**src/rtl/rr_port_arbiter.sv**
```systemverilog
// Four-requester round-robin arbiter for a shared resource port. It holds each
// grant until done, requester abort, or watchdog expiry, then hands off without a bubble.
module rr_port_arbiter #(
  parameter int TIMEOUT = 16,
  parameter int TO_W    = 5
) (
  input  logic       clk,
  input  logic       rst_n,
  input  logic [3:0] req,
  input  logic       done,
  output logic [3:0] gnt,
  output logic [1:0] sel,
  output logic       busy,
  output logic       timeout
);

  typedef enum logic {IDLE, GRANT} state_t;

  localparam bit              WD_EN     = (TIMEOUT != 0);
  localparam int              TO_LAST_I = (TIMEOUT > 0) ? TIMEOUT - 1 : 0;
  localparam logic [TO_W-1:0] TO_LAST   = TO_LAST_I[TO_W-1:0];

  state_t          state;
  logic [1:0]      ptr;
  logic [TO_W-1:0] cnt;

  logic [2:0] win_idle;
  logic [2:0] win_rel;
  logic [1:0] ptr_rel;
  logic       wd_hit;
  logic       rel;
  logic       to_fire;

  // Returns {found, index}; scans p, p+1, p+2, p+3 with 2-bit wrap.
  function automatic logic [2:0] pick(input logic [3:0] r, input logic [1:0] p);
    logic [2:0] res;
    logic [1:0] idx;
    res = 3'b000;
    for (int k = 3; k >= 0; k--) begin
      idx = p + 2'(k);
      if (r[idx]) res = {1'b1, idx};
    end
    return res;
  endfunction

  always_comb begin
    ptr_rel  = sel + 2'd1;
    win_idle = pick(req, ptr);
    win_rel  = pick(req, ptr_rel);
    wd_hit   = WD_EN && (cnt == TO_LAST);
    rel      = done || !req[sel] || wd_hit;
    to_fire  = wd_hit && !done && req[sel];
  end

  always_ff @(posedge clk or negedge rst_n) begin
    if (!rst_n) begin
      state   <= IDLE;
      gnt     <= 4'b0000;
      sel     <= 2'd0;
      busy    <= 1'b0;
      timeout <= 1'b0;
      ptr     <= 2'd0;
      cnt     <= '0;
    end else begin
      timeout <= 1'b0;
      case (state)
        IDLE: begin
          if (win_idle[2]) begin
            sel   <= win_idle[1:0];
            gnt   <= 4'b0001 << win_idle[1:0];
            busy  <= 1'b1;
            cnt   <= '0;
            state <= GRANT;
          end
        end
        GRANT: begin
          if (rel) begin
            // Current owner rotates to last place so others get the next turn.
            ptr     <= ptr_rel;
            timeout <= to_fire;
            if (win_rel[2]) begin
              sel <= win_rel[1:0];
              gnt <= 4'b0001 << win_rel[1:0];
              cnt <= '0;
            end else begin
              gnt   <= 4'b0000;
              busy  <= 1'b0;
              state <= IDLE;
            end
          end else begin
            cnt <= cnt + TO_W'(1);
          end
        end
        default: state <= IDLE;
      endcase
    end
  end

endmodule
```
**config.mk**
```make
export PLATFORM = sky130hd
export DESIGN_NAME = rr_port_arbiter
export DESIGN_NICKNAME = d
export VERILOG_FILES = /design/src/rtl/rr_port_arbiter.sv
export SDC_FILE = /design/constraint.sdc
export NUM_CORES = 1
export LEC_CHECK = 0
export CORE_UTILIZATION = 52
export DETAILED_ROUTE_END_ITERATION = 16
export GPL_TIMING_DRIVEN = 1
export PLACE_DENSITY_LB_ADDON = 0.12
export SLEW_MARGIN = 20
export SYNTH_ARGS = -nofsm -noshare
export SYNTH_HDL_FRONTEND = slang
export SYNTH_SLANG_ARGS = --single-unit
```
**constraint.sdc**
```tcl
create_clock -name clk -period 2.17 [get_ports clk]
set_input_delay 0.434 -clock clk [delete_from_list [all_inputs] [get_ports clk]]
set_output_delay 0.434 -clock clk [all_outputs]
set_load 0.01 [all_outputs]
```
==> run metrics, run 1 <==
post_cts resized=0; port bufs=14; Final nets=between 100 and 150; MaxCap Viol Count=0; initial core utilization=around 57%; post-synthesis cell type count=between 40 and 50; pin count of the biggest net entering global routing=17; Num CTS Buffers=3; arrival time worst endpoint=between 2 and 2.5 ns; CTS tree=built; final wirelength=about 2100 µm; total power=approximately 1.4 mW; routed vias/inst=about 5.7; Final Cell Area=between 1000 and 1500 µm²; Worst-Skew Late Latency=0.29 ns; Die Span Y=around 46 µm; most frequent cells in the layout=dfrtp_1, clkdlybuf4s50_1, buf_4; core area=roughly 1800 µm²; clock slew at reported path FFs=~0.09 ns; Slew Limit Fails=0; die area=2140 µm²; Avg Inst Size Synth=approximately 9.4 µm²; worst min path class=flip-flop to flip-flop; # clock sinks=16; HPWL Detailed=around 1500 µm; unrepaired setup endpoints after global routing=false; number of synthesized flops with an enable pin=0; WP buf/inv=1; crit-path cells=clkdlybuf4s50_1, nand3b_1, o221ai_1, or2_0, o21ai_0, mux2_2; Setup crit start kind=primary input; final core occ=around 70%; Power Density=~1100 nW/µm²; ant diodes=0; status=complete, no violations; hold buffer count at CTS=0; vias in the first global route=around 800; Worst Tran Pin Value=slightly below 0.7 ns; violation count after the first detailed-route iteration=32; syn_nets=117; hold slack final=0.5143 ns; Final Hold Viols=0; P_leak=about 0.56 nW; ratio of cells with drive above 1 in the final layout=17.83%; Critical Path Max Stage Delay=just under 0.7 ns; Die Wd=~46 µm; FFs w/ async S/R, synth=100.0%; cell area after synthesis=1018 µm²; # DRC=0; Clock Path Buffers=2; sequential-to-total area share from yosys stat=between 30% and 40%; dominant synthesized flop cell=dfrtp_1; peak supply drop=approximately 0.72 mV; DR pass1 iterations=4; most common cell after layout, fill and taps aside=dfrtp_1; antenna violations before repair=0; Req. time, crit path=about 2.4 ns; P&R area growth vs syn=23.10%; CP delay by family, top=buffers and inverters; Core Rows=15; Max-slew headroom=approximately 54%; final setup violating endpoints=0; max frequency=0.4962 GHz; setup TNS=0 ns; clk root buf=clkbuf_4; worst-path fanout max=7; Clock Skew=about 0.0037 ns; Synth Register Bits=16; grt total ovfl=0; placed cell areas=roughly 1200 µm²; crit path capture type=flip-flop; total track usage=~22%; crit path kind=primary input to flip-flop; DRT antenna net count=0; Yosys Warn Count=0; period utilization=between 90% and 100%; gate count of the mapped netlist=between 100 and 150; post-CTS setup buffers=0; first-pass GRT wire length=3367 µm; WL per Instance=~13 µm; GP Congestion=about 0.8; Via Count=around 880; fin crit period=2.015 ns; io pins=15; # H-tree levels=1; Slowest cell on crit path=clkdlybuf4s50_1
[registers in the layout, indices dropped and copies added (netlist names)]
signal	flops
cnt	5
gnt	4
ptr	2
sel	2
busy	1
state	1
timeout	1
[synth_stat cells (2+ instances only)]
master    instances  area share [%]
o32a_1            2             2.0
o21ai_0          10             4.9
mux2i_1           3             2.9
o221ai_1          2             1.7
buf_6             2             2.2
nor3_1            2            0.98
o32ai_1           3             2.6
a21o_1            2             1.5
inv_1             8             2.9
buf_2             5             2.5
nand2_1           6             2.2
nor2_1            8             2.9
and3_1            3             1.8
a21oi_1           7             3.4
dfrtp_1          16              39
nand2b_1          2             1.2
ha_1              2             2.5
mux2_2            2             2.2
[logic make-up (layout without fill, tap and decap cells)]
family          after synthesis  after routing  share of synthesized area [%]
compound gates               35             35                          23.83
simple gates                 33             33                          20.03
flops                        16             16                          39.31
buf+inv                      16             37                          8.354
mux                           5              5                          5.160
fa+ha+maj                     2              2                          2.457
xor+xnor                      1              1                         0.8601
[cell type report]
| class | instances | area [µm²] |
|---|---|---|
| multi-input cells | 76 | 533.0 |
| repair buffers | 25 | 222.7 |
| clock buffers | 4 | 36.28 |
| well taps | 25 | 31.28 |
| flip-flops and latches | 16 | 400.4 |
| fillers | 147 | 529.3 |
| inverters | 8 | 30.03 |
[tightest hold or removal path: stages (launching register included)]
cell	delay (ns)
dfrtp_1	0.35
o21ai_0	0.07
o21ai_0	0.06
[per-stage QoR]
stage,std cells,setup slack (ns)
after floorplan,108,0.4789
after global placement,150,-0.1034
after detailed placement,150,-0.08695
after CTS,154,0.1878
after global routing,154,0.04304
final,154,0.1549
[where the power goes]
part | total [mW] | internal, mW | switching [mW] | leakage (nW)
Sequential | 0.505 | 0.390 | 0.115 | 0.200
Clock | 0.198 | 0.102 | 0.0955 | 0.0210
Combinational | 0.668 | 0.373 | 0.294 | 0.344
[layer usage]
layer / routed length (µm) / vias up / GRT usage [%] / part of all wire, %
met5: 0 / - / 0 / 0
met4: 14 / 0 / 7.647 / 0.68
met3: 85 / 2 / 6.667 / 4.1
met2: 929 / 15 / 35.77 / 45
met1: 1035 / 426 / 28.50 / 50
li1: - / 435 / - / -
[worst paths after layout]
path,cells past startpoint,from,slack [ns],end
hold / removal,2,busy,0.51,busy
hold reg to reg,2,busy,0.51,busy
setup / recovery,6,req[3],0.15,sel[1]
setup reg to reg,7,cnt[0],0.23,cnt[2]
min in group asynchronous,1,rst_n,0.55,cnt[4]
max in group asynchronous,1,rst_n,1.18,sel[0]
(Power assumes the default switching activity.)
==> inputs of run 2 (changes only) <==
Settings changed: CELL_PAD_IN_SITES_DETAIL_PLACEMENT from default to 1, CELL_PAD_IN_SITES_GLOBAL_PLACEMENT from default to 2, CORE_UTILIZATION 52 to 32, SETUP_SLACK_MARGIN from default to 0.02.
==> run metrics, run 2 (synthesis gave the netlist of run 1 again) <==
largest register by flop count=cnt; # H-tree levels=1; hold buffer count at CTS=0; placed cell areas=approximately 1300 µm²; antenna violations before repair=0; Crit path top cell by count=ha_1; Inst Count DP=173; MaxCap Viol Count=0; ant diodes=0; Clock power frac=11.5%; Worst Tran Pin Value=between 0.3 and 0.4 ns; non-filler cells, final=about 180; most common cell after layout, fill and taps aside=dfrtp_1; Setup crit start kind=flip-flop; post-CTS setup buffers=0; CP delay by family, top=simple AND/OR/NAND/NOR gates; Slowest cell on crit path=dfrtp_1; DRT antenna net count=0; violation count after the first detailed-route iteration=42; Worst-Skew Late Latency=roughly 0.28 ns; port bufs=14; GP Congestion=0.7698; clock slew at reported path FFs=0.09 ns; Die Wd=slightly below 60 µm; Req. time, crit path=2.39 ns; Register Area=between 400 and 500 µm²; Sequential Power Share=39.0%; Combinational Power Share=49.5%; crit-path cells=ha_1, and3_1, ha_1, nor2_1, a22oi_2, nor4b_1, a21o_1; initial core utilization=33.64%; max frequency=around 0.52 GHz; final wirelength=2450 µm; final worst setup slack=0.2613 ns; P_leak=0.5766 nW; Clock Path Buffers=2; WL per Instance=about 14 µm; total track usage=17.13%; Critical Path Max Stage Delay=approximately 0.42 ns; Core Rows=20; Power Density=1016 nW/µm²; max reg flops=5; grt total ovfl=0; ratio of cells with drive above 1 in the final layout=approximately a fifth; Final Hold Viols=0; final setup violating endpoints=0; Via Count=just under 900; vias in the first global route=between 900 and 1k; routed vias/inst=4.977; fin crit period=between 1.5 and 2 ns; Slew Limit Fails=0; NetSw=0.4966 mW; Die Span Y=58.42 µm; core area=between 3000 and 4000 µm²; pin count of the biggest net entering global routing=17; unrepaired setup endpoints after global routing=false; crit path kind=flip-flop to flip-flop; worst min path class=primary input to async pin; Max-slew headroom=approximately 75%; # clock sinks=16; pre-CTS setup slack=-0.04159 ns; status=complete, no violations; WP buf/inv=0; Clock Skew=0.01128 ns; # DRC=0; die area=3412 µm²; peak supply drop=around 0.34 mV; Final Cell Area=around 1300 µm²; DR pass1 iterations=6; crit path capture type=flip-flop; clk root buf=clkbuf_4; Final nets=~140; fillers=359; multi-input logic area=~530 µm²; most frequent cells in the layout=dfrtp_1, buf_4, clkdlybuf4s50_1; Internal=approximately 0.8 mW; period utilization=87.96%; worst-path fanout max=5; post_cts resized=0; arrival time worst endpoint=about 2.1 ns; io pins=15; HPWL Detailed=approximately 1900 µm; Num CTS Buffers=3; P&R area growth vs syn=27.03%; CTS tree=built; Net Sw Frac=37.77%; Top Registers=cnt x5, gnt x4; first-pass GRT wire length=4347 µm
-- run 2: cell types whose count changed in the layout (fill, tap and decap cells not counted), sizes merged --
cell	delta
buf	+4
clkbuf	-1
-- run 2: power groups by stage --
stage | combinational (mW) | sequential (mW) | clock [mW]
floorplan | 0.429 | 0.480 | 0
global placement | 0.643 | 0.523 | 0
detailed placement | 0.659 | 0.523 | 0
CTS | 0.662 | 0.519 | 0.166
global route | 0.737 | 0.534 | 0.174
finish | 0.651 | 0.513 | 0.151
-- run 2: metal layers --
layer | track usage (%) | vias up | wire length, µm
met3 | 2.857 | 4 | 60
met1 | 22.47 | 421 | 1161
met4 | 7.143 | 0 | 44
li1 | - | 442 | -
met5 | 0 | - | 0
met2 | 28.08 | 9 | 1183
-- run 2: through the flow --
stage	util [%]	power (mW)	hold slack [ns]	TNS, ns
floorplan	-	0.9086	0.1384	0
global placement	41.98	1.167	0.4934	-0.04868
detailed placement	41.98	1.182	0.4996	-0.1777
CTS	42.73	1.347	0.4503	0
global route	42.73	1.445	0.4650	0
finish	42.73	1.315	0.4526	0
-- run 2: worst reg2reg max path: cells and delay by family, from the launching register on --
kind	cells	cell delay (ns)
flip-flops	1	0.42
adder cells (fa/ha/maj)	2	0.45
AO/OA/AOI/OAI	2	0.26
AND/OR/NAND/NOR	3	0.73
-- run 2: path summary, 6_finish.rpt --
check | from | end | slack (ns) | cells past startpoint
worst max-delay path | cnt[0] | cnt[2] | 0.26 | 7
worst min-delay path | rst_n | ptr[1] | 0.45 | 2
worst max register to register | cnt[0] | cnt[2] | 0.26 | 7
worst min register to register | busy | busy | 0.51 | 2
max in group asynchronous | rst_n | gnt[1] | 1.52 | 2
min in group clk | busy | busy | 0.51 | 2
-- run 2: final cells by class --
class,count,share of cell area [%]
Sequential cell,16,30.95
Inverter,8,2.321
Tap cell,44,4.255
Multi-Input combinational cell,76,41.20
Clock buffer,3,1.741
Timing Repair Buffer,29,19.54
==> inputs of run 3 (changes only) <==
Settings changed: REMOVE_ABC_BUFFERS from default to 1.
Clock period 2.17 ns to 2.1 ns, I/O delays scaled along.
==> run metrics, run 3 (synthesis gave the netlist of run 1 again) <==
status=complete, no violations; HPWL Detailed=between 2000 and 2500 µm; vias in the first global route=between 900 and 1k; routed vias/inst=roughly 5.1; Worst Tran Pin Value=0.3771 ns; most common cell after layout, fill and taps aside=dfrtp_1; total track usage=17.36%; critical register-to-register path startpoint=cnt[0]; Num CTS Buffers=3; Power Density=1114 nW/µm²; P&R area growth vs syn=26.90%; Final nets=around 140; Top Registers=cnt x5, gnt x4; multi-input logic area=about 530 µm²; pin count of the biggest net entering global routing=17; Clock Path Buffers=2; reg2reg setup slack=~0.20 ns; ant diodes=0; DR pass1 iterations=4; Inst Count DP=~170; Clock Skew=slightly above 0.009 ns; peak supply drop=0.4932 mV; grt total ovfl=0; ratio of cells with drive above 1 in the final layout=between 10% and 20%; crit path kind=flip-flop to output pin; Via Count=892; GP Congestion=0.8002; post-CTS setup buffers=0; Core Rows=20; Register Area=400.4 µm²; MaxCap Viol Count=0; period utilization=90.60%; core area=3028 µm²; max frequency=between 0.5 and 0.6 GHz; largest register by flop count=cnt; max reg flops=5; unrepaired setup endpoints after global routing=false; Max-slew headroom=74.86%; setup TNS=0 ns; Req. time, crit path=~1.7 ns; Die Span Y=~58 µm; WL per Instance=14.95 µm; reg-to-reg critical path endpoint=gnt[0]; CP delay by family, top=buffers and inverters; DRT antenna net count=0; crit path capture type=output pin; P_leak=roughly 0.57 nW; fin crit period=around 1.9 ns; final wirelength=approximately 2600 µm; WP buf/inv=1; io pins=15; Die Wd=slightly below 60 µm; worst-path fanout max=11; port bufs=14; R2R depth=7; worst min path class=primary input to async pin; non-filler cells, final=175; violation count after the first detailed-route iteration=7; Final Hold Viols=0; clk root buf=clkbuf_4; Critical Path Max Stage Delay=a little over 0.6 ns; first-pass GRT wire length=about 4400 µm; Worst-Skew Late Latency=0.30 ns; # H-tree levels=1; hold slack final=approximately 0.43 ns; Setup crit start kind=flip-flop; die area=between 3000 and 4000 µm²; final setup violating endpoints=0; most frequent cells in the layout=dfrtp_1, clkdlybuf4s50_1, buf_4; CTS tree=built; crit-path cells=clkdlybuf4s50_1; initial core utilization=33.64%; arrival time worst endpoint=~1.5 ns; # DRC=0; clock slew at reported path FFs=approximately 0.10 ns; post_cts resized=0; Slowest cell on crit path=clkdlybuf4s50_1; hold buffer count at CTS=0; antenna violations before repair=0; # clock sinks=16; Slew Limit Fails=0; fillers=~370
==> run 3: cell count changes in the layout (fill, tap and decap cells not counted), sizes merged <==
cell    before  now
clkbuf       3    4
buf         15   13
==> run 3: worst max-delay path by stage <==
stage	from	to	slack [ns]	cells past startpoint
after floorplan	cnt[0]	cnt[2]	0.35	7
after global placement	req[1]	gnt[0]	-0.08	6
after detailed placement	req[1]	gnt[1]	-0.09	6
after CTS	sel[1]	sel[1]	0.17	1
after global routing	cnt[0]	gnt[0]	0.02	7
final	sel[1]	sel[1]	0.20	1
==> run 3: report_power, final <==
group | total (mW) | internal [mW] | switching (mW)
clock network | 0.211 | 0.106 | 0.105
logic | 0.694 | 0.381 | 0.313
registers | 0.534 | 0.403 | 0.131
total | 1.44 | 0.889 | 0.550
==> run 3: per-stage QoR <==
stage,cell area [µm²],power [mW],utilization [%],setup WS [ns]
after detailed placement,1256,1.240,41.49,-0.08513
after global routing,1292,1.549,42.69,0.02333
after CTS,1292,1.462,42.69,0.1664
after global placement,1256,1.217,41.49,-0.08460
final,1292,1.440,42.69,0.1973
after floorplan,963.4,0.8979,-,0.3546
==> run 3: layer usage <==
layer / up-vias / GRT usage, % / part of all wire (%)
met4: 0 / 9.524 / 2.0
met1: 437 / 21.43 / 47
met5: - / 0 / 0
met3: 5 / 3.077 / 2.3
li1: 439 / - / -
met2: 11 / 28.74 / 49
==> run 3: area by class of cell <==
| type | count | share of cell area [%] |
|---|---|---|
| Inverter | 8 | 2.323 |
| Timing Repair Buffer | 27 | 18.39 |
| Tap cell | 44 | 4.259 |
| Multi-Input combinational cell | 76 | 41.24 |
| Clock buffer | 4 | 2.807 |
| Sequential cell | 16 | 30.98 |
==> edit 1: new RTL, flow settings as in run 1 <==
Put one more register stage on the output `timeout`, cleared by the reset. The value now appears one clock later. The other outputs are not delayed to match.
--- a/src/rtl/rr_port_arbiter.sv
+++ b/src/rtl/rr_port_arbiter.sv
@@ -19,6 +19,8 @@
   localparam bit              WD_EN     = (TIMEOUT != 0);
   localparam int              TO_LAST_I = (TIMEOUT > 0) ? TIMEOUT - 1 : 0;
   localparam logic [TO_W-1:0] TO_LAST   = TO_LAST_I[TO_W-1:0];
+
+  logic timeout_s0;
 
   state_t          state;
   logic [1:0]      ptr;
@@ -58,11 +60,11 @@
       gnt     <= 4'b0000;
       sel     <= 2'd0;
       busy    <= 1'b0;
-      timeout <= 1'b0;
+      timeout_s0 <= 1'b0;
       ptr     <= 2'd0;
       cnt     <= '0;
     end else begin
-      timeout <= 1'b0;
+      timeout_s0 <= 1'b0;
       case (state)
         IDLE: begin
           if (win_idle[2]) begin
@@ -77,7 +79,7 @@
           if (rel) begin
             // Current owner rotates to last place so others get the next turn.
             ptr     <= ptr_rel;
-            timeout <= to_fire;
+            timeout_s0 <= to_fire;
             if (win_rel[2]) begin
               sel <= win_rel[1:0];
               gnt <= 4'b0001 << win_rel[1:0];
@@ -96,4 +98,12 @@
     end
   end
 
+  always_ff @(posedge clk or negedge rst_n) begin
+    if (!rst_n) begin
+      timeout <= '0;
+    end else begin
+      timeout <= timeout_s0;
+    end
+  end
+
 endmodule
Behaviour: no difference found for any inputs over 10 cycles, from zero or initial values and one cycle with rst_n low; that may be too few to reach the edited logic, so the function may still have changed.
==> edit 1 against run 1 <==
  * Setup slack better by 0.014 ns
  * Synthesized area down 2.8%
  * Cell area grew 1.5%
  * Sequential cell count rose by 1
  * Routed wire length increased by 6.0%
  * Fmax grew 0.71%
  * Critical endpoint is now gnt[0]
  * Non-clock buffer count is 2 higher
  * Critical path type is now flip-flop to flip-flop
  * Count of clock-buffer cells in the layout fell by 1
  * Power down 1.8%
==> edit 1: results (changes against run 1) <==
worst slew pin tran: 0.431 ns (-0.261 ns)
total track usage: 0.250 (+0.0268)
Post-synth ARST share: 1.00 (unchanged)
ranking of synthesized cells by area: dfrtp_1 43%, mux2i_1 4.0%, o21ai_0 4.0%
Arr. time, crit path: 2.19 ns (-0.06 ns)
yosys warns: 0 (unchanged)
CP max FO: 4 (-3)
Nets: 137 (-1.4%)
layout cells sized above 1: 0.205 (+0.0264)
initial DRC count: 15 (-53%)
later-pin clock latency in the skew report: 0.30 ns
first-pass GRT wire length: 3.57 mm (+5.9%)
Cell variety after synth: 40 (-2.4%)
ys flop type: dfrtp_1
Wirelength per Cell: 14.4 µm (+7.4%)
count of input and output buffers: 14 (unchanged)
fillers: 162 (+10%)
biggest regs: cnt (5), gnt (4)
run status: completed
Mapped Nets: 109 (-6.8%)
sequential area share after synthesis: 0.430 (+0.0367)
fmax: 500 MHz (+0.71%)
Setup Skew: 0.00543 ns (+0.00169 ns)
via/cell ratio: 5.66 (-0.65%)
worst hold stages: 0 (-2)
most common library cells after synthesis: 17 x dfrtp_1, 10 x nand2_1, 8 x o21ai_0
HPWL after DPL: 1.61 mm (+5.1%)
Clock transition at path regs: 0.10 ns
P_leak: 0.562 nW (-0.46%)
vias in the first global route: 791 (-3.4%)
Net Sw Frac: 0.371 (+0.00254)
largest net degree at the start of global routing: 18 (+1)
Clock Path Buffers: 2 (unchanged)
maximum vdd drop: 0.000653 V (-9.3%)
GPL Wtd Cong: 0.860 (+7.5%)
root buffer cell: clkbuf_4
initial antenna violation count: 0 (unchanged)
## edit 1: changes by cell type after synthesis, moves of 2 or more
cell | run 1 | this run
a31oi_1 | 1 | 3
nand2_1 | 6 | 10
o32ai_1 | 3 | 1
a21oi_1 | 7 | 4
inv_1 | 8 | 4
buf_6 | 2 | 0
nand2b_1 | 2 | 5
o221ai_1 | 2 | 0
a22oi_1 | 0 | 2
nor2_1 | 8 | 3
o21ai_0 | 10 | 8
buf_2 | 5 | 3
## edit 1: power by group through the flow
stage                     Sequential, mW  Combinational [mW]  Clock (mW)
after CTS                          0.492               0.673       0.178
final                              0.494               0.674       0.176
after floorplan                    0.501               0.381           0
after global placement             0.492               0.658           0
after detailed placement           0.496               0.672           0
after global routing               0.504               0.738       0.191
## edit 1: area by class of cell
cell class	instances	area share
inverters	5	0.0147
flip-flops and latches	17	0.334
multi-input cells	74	0.418
clock buffers	3	0.0177
repair buffers	27	0.187
well taps	25	0.0246
clock inverters	1	0.00393
## edit 1: through the flow
stage	hold slack (ns)	area, µm²	setup slack [ns]	instances	utilization
finish	0.369	1270	0.169	152	0.721
global route	0.378	1270	0.0676	152	0.721
CTS	0.385	1270	0.0252	152	0.718
detailed placement	0.360	1240	0.00858	148	0.703
global placement	0.340	1240	0.0335	148	0.703
floorplan	0.138	990	0.178	100	-
## edit 1: what timing repair did
item	4_1_cts	5_1_grt
resized for setup	0	1
setup endpoints to repair	0	6
hold endpoints to repair	0	0
## edit 1: final timing paths
check                           start       to  slack [ns]
min                        timeout_s0  timeout        0.37
min reg2reg                timeout_s0  timeout        0.37
min in group asynchronous       rst_n   ptr[1]        0.45
max in group asynchronous       rst_n   gnt[3]        1.53
max                            cnt[0]   gnt[0]        0.17
max reg2reg                    cnt[0]   gnt[0]        0.17
## edit 1: cell families (layout without fill, tap and decap cells)
family,after synthesis,after routing,synth area share
simple gates,32,32,0.182
buf+inv,9,36,0.0379
compound gates,32,32,0.230
flops,17,17,0.430
xor+xnor,1,1,0.00885
mux,7,7,0.0860
fa+ha+maj,2,2,0.0253
## edit 1: critical path: stages, from the launching register on
cell	delay (ns)
dfrtp_1	0.43
ha_1	0.24
and3_1	0.19
ha_1	0.23
nor3b_2	0.25
nand2_2	0.12
o21ai_4	0.09
mux2_2	0.35
## edit 1: layer usage
metal  track usage  part of all wire
met2         0.391              0.46
met3        0.0357             0.035
met1         0.327              0.48
met4         0.145             0.026
met5             0                 0
==> edit 2: new RTL, settings of run 1 <==
Without the edit above. The parameter `TO_W` goes from 5 to 7.
--- a/src/rtl/rr_port_arbiter.sv
+++ b/src/rtl/rr_port_arbiter.sv
@@ -2,7 +2,7 @@
 // grant until done, requester abort, or watchdog expiry, then hands off without a bubble.
 module rr_port_arbiter #(
   parameter int TIMEOUT = 16,
-  parameter int TO_W    = 5
+  parameter int TO_W    = 7
 ) (
   input  logic       clk,
   input  logic       rst_n,
Behaviour: same outputs for any inputs over 10 cycles, from zero or initial values and one cycle with rst_n low; that may be too few to reach the edited logic, so the function may still have changed.
==> edit 2 against run 1 <==
  * Power grew 6.3%
  * Sequential share of layout area grew 0.15 points
  * Routed wire length grew 18%
  * Non-clock buffer count shrank 1
  * Sequential cell count grew 2
  * Worst hold slack lost 0.044 ns
  * Cell area grew 12%
  * Highest routed layer unchanged
  * Synthesized area grew 16%
  * Setup slack gained 0.063 ns
  * Count of clock-buffer cells in the layout is the same
  * Cell count grew 8.4%
  * Fmax grew 3.2%
==> edit 2: results (changes against run 1) <==
run status: completed
Compound-Gate Fraction of Synth Area: 0.208 (-0.0300)
dpl ws: 0.0152 ns (+0.102 ns)
layout cells sized above 1: 0.179 (+0.000277)
first-pass GRT wire length: 4.21 mm (+25%)
Mapped Avg Cell Area: 9.89 µm² (+4.9%)
Nets: 149 (+7.2%)
via count: 999 (+14%)
via/cell ratio: 5.98 (+4.9%)
Post-Route WL: 2.44 mm (+18%)
slew margin rel.: 0.677 (+0.140)
vias in the first global route: 920 (+12%)
largest net degree at the start of global routing: 19 (+2)
maximum vdd drop: 0.000787 V (+9.3%)
Largest register FFs: 7 (+2)
HPWL after DPL: 1.86 mm (+21%)
Arr. time, crit path: 1.52 ns (-0.73 ns)
initial DRC count: 29 (-9.4%)
GPL Wtd Cong: 0.922 (+15%)
biggest regs: cnt (7), gnt (4)
Cell variety after synth: 47 (+15%)
P_leak: 0.606 nW (+7.4%)
delay of the slowest critical-path stage: 0.62 ns (-0.07 ns)
total track usage: 0.223 (about the same)
sequential area share after synthesis: 0.383 (-0.0105)
Synth Area in XOR/XNOR: 0.00744 (-0.00116)
Net Sw Frac: 0.366 (-0.00221)
DP Area: 1370 µm² (+12%)
Setup Skew: 0.00171 ns (-0.00203 ns)
placed insts: 163 (+8.7%)
Hold Path Class: input pin to asynchronous set/reset pin
## edit 2: changes by cell type in the layout (fill, tap and decap cells not counted), sizes merged, moves of 3 or more
cell	change
nand3	+7
mux2i	+5
inv	-3
nand2	+5
nand2b	+4
nor2	-5
o21ai	-5
## edit 2: path summary, 6_finish.rpt
check / startpoint / end / slack [ns] / cells after the start
hold / removal: rst_n / timeout / 0.47 / 2
setup / recovery: sel[1] / sel[1] / 0.22 / 1
min in group clk: gnt[2] / gnt[2] / 0.49 / 1
hold reg to reg: gnt[2] / gnt[2] / 0.49 / 1
max in group asynchronous: rst_n / gnt[3] / 1.51 / 2
setup reg to reg: cnt[0] / cnt[3] / 0.35 / 7
## edit 2: power groups by stage
stage                     Clock [mW]  Sequential (mW)  Combinational [mW]
after global routing           0.214            0.559               0.778
after floorplan                    0            0.523               0.514
after detailed placement           0            0.552               0.710
after CTS                      0.203            0.544               0.715
final                          0.197            0.547               0.712
after global placement             0            0.546               0.691
## edit 2: logic make-up (layout without fill, tap and decap cells)
family | after synthesis | in the layout
AO/OA/AOI/OAI | 33 | 33
XOR/XNOR | 1 | 1
adder cells (fa/ha/maj) | 1 | 1
multiplexers | 12 | 12
AND/OR/NAND/NOR | 42 | 42
flip-flops | 18 | 18
buffers and inverters | 12 | 33
## edit 2: final cells by class
cell class / instances / area, µm²
inverter: 5 / 18.8
tap: 27 / 33.8
timing repair buffer: 24 / 215
clock buffer: 4 / 36.3
fill: 173 / 638
sequential: 18 / 450
multi-input combinational: 89 / 649
## edit 2: metal layers
| layer | vias to the layer above | wire length [µm] | share of wire | track usage |
|---|---|---|---|---|
| li1 | 479 | - | - | - |
| met1 | 492 | 1150 | 0.47 | 0.310 |
| met5 | - | 0 | 0 | 0 |
| met3 | 2 | 133 | 0.055 | 0.0494 |
| met2 | 26 | 1150 | 0.47 | 0.372 |
| met4 | 0 | 7 | 0.0029 | 0.0143 |
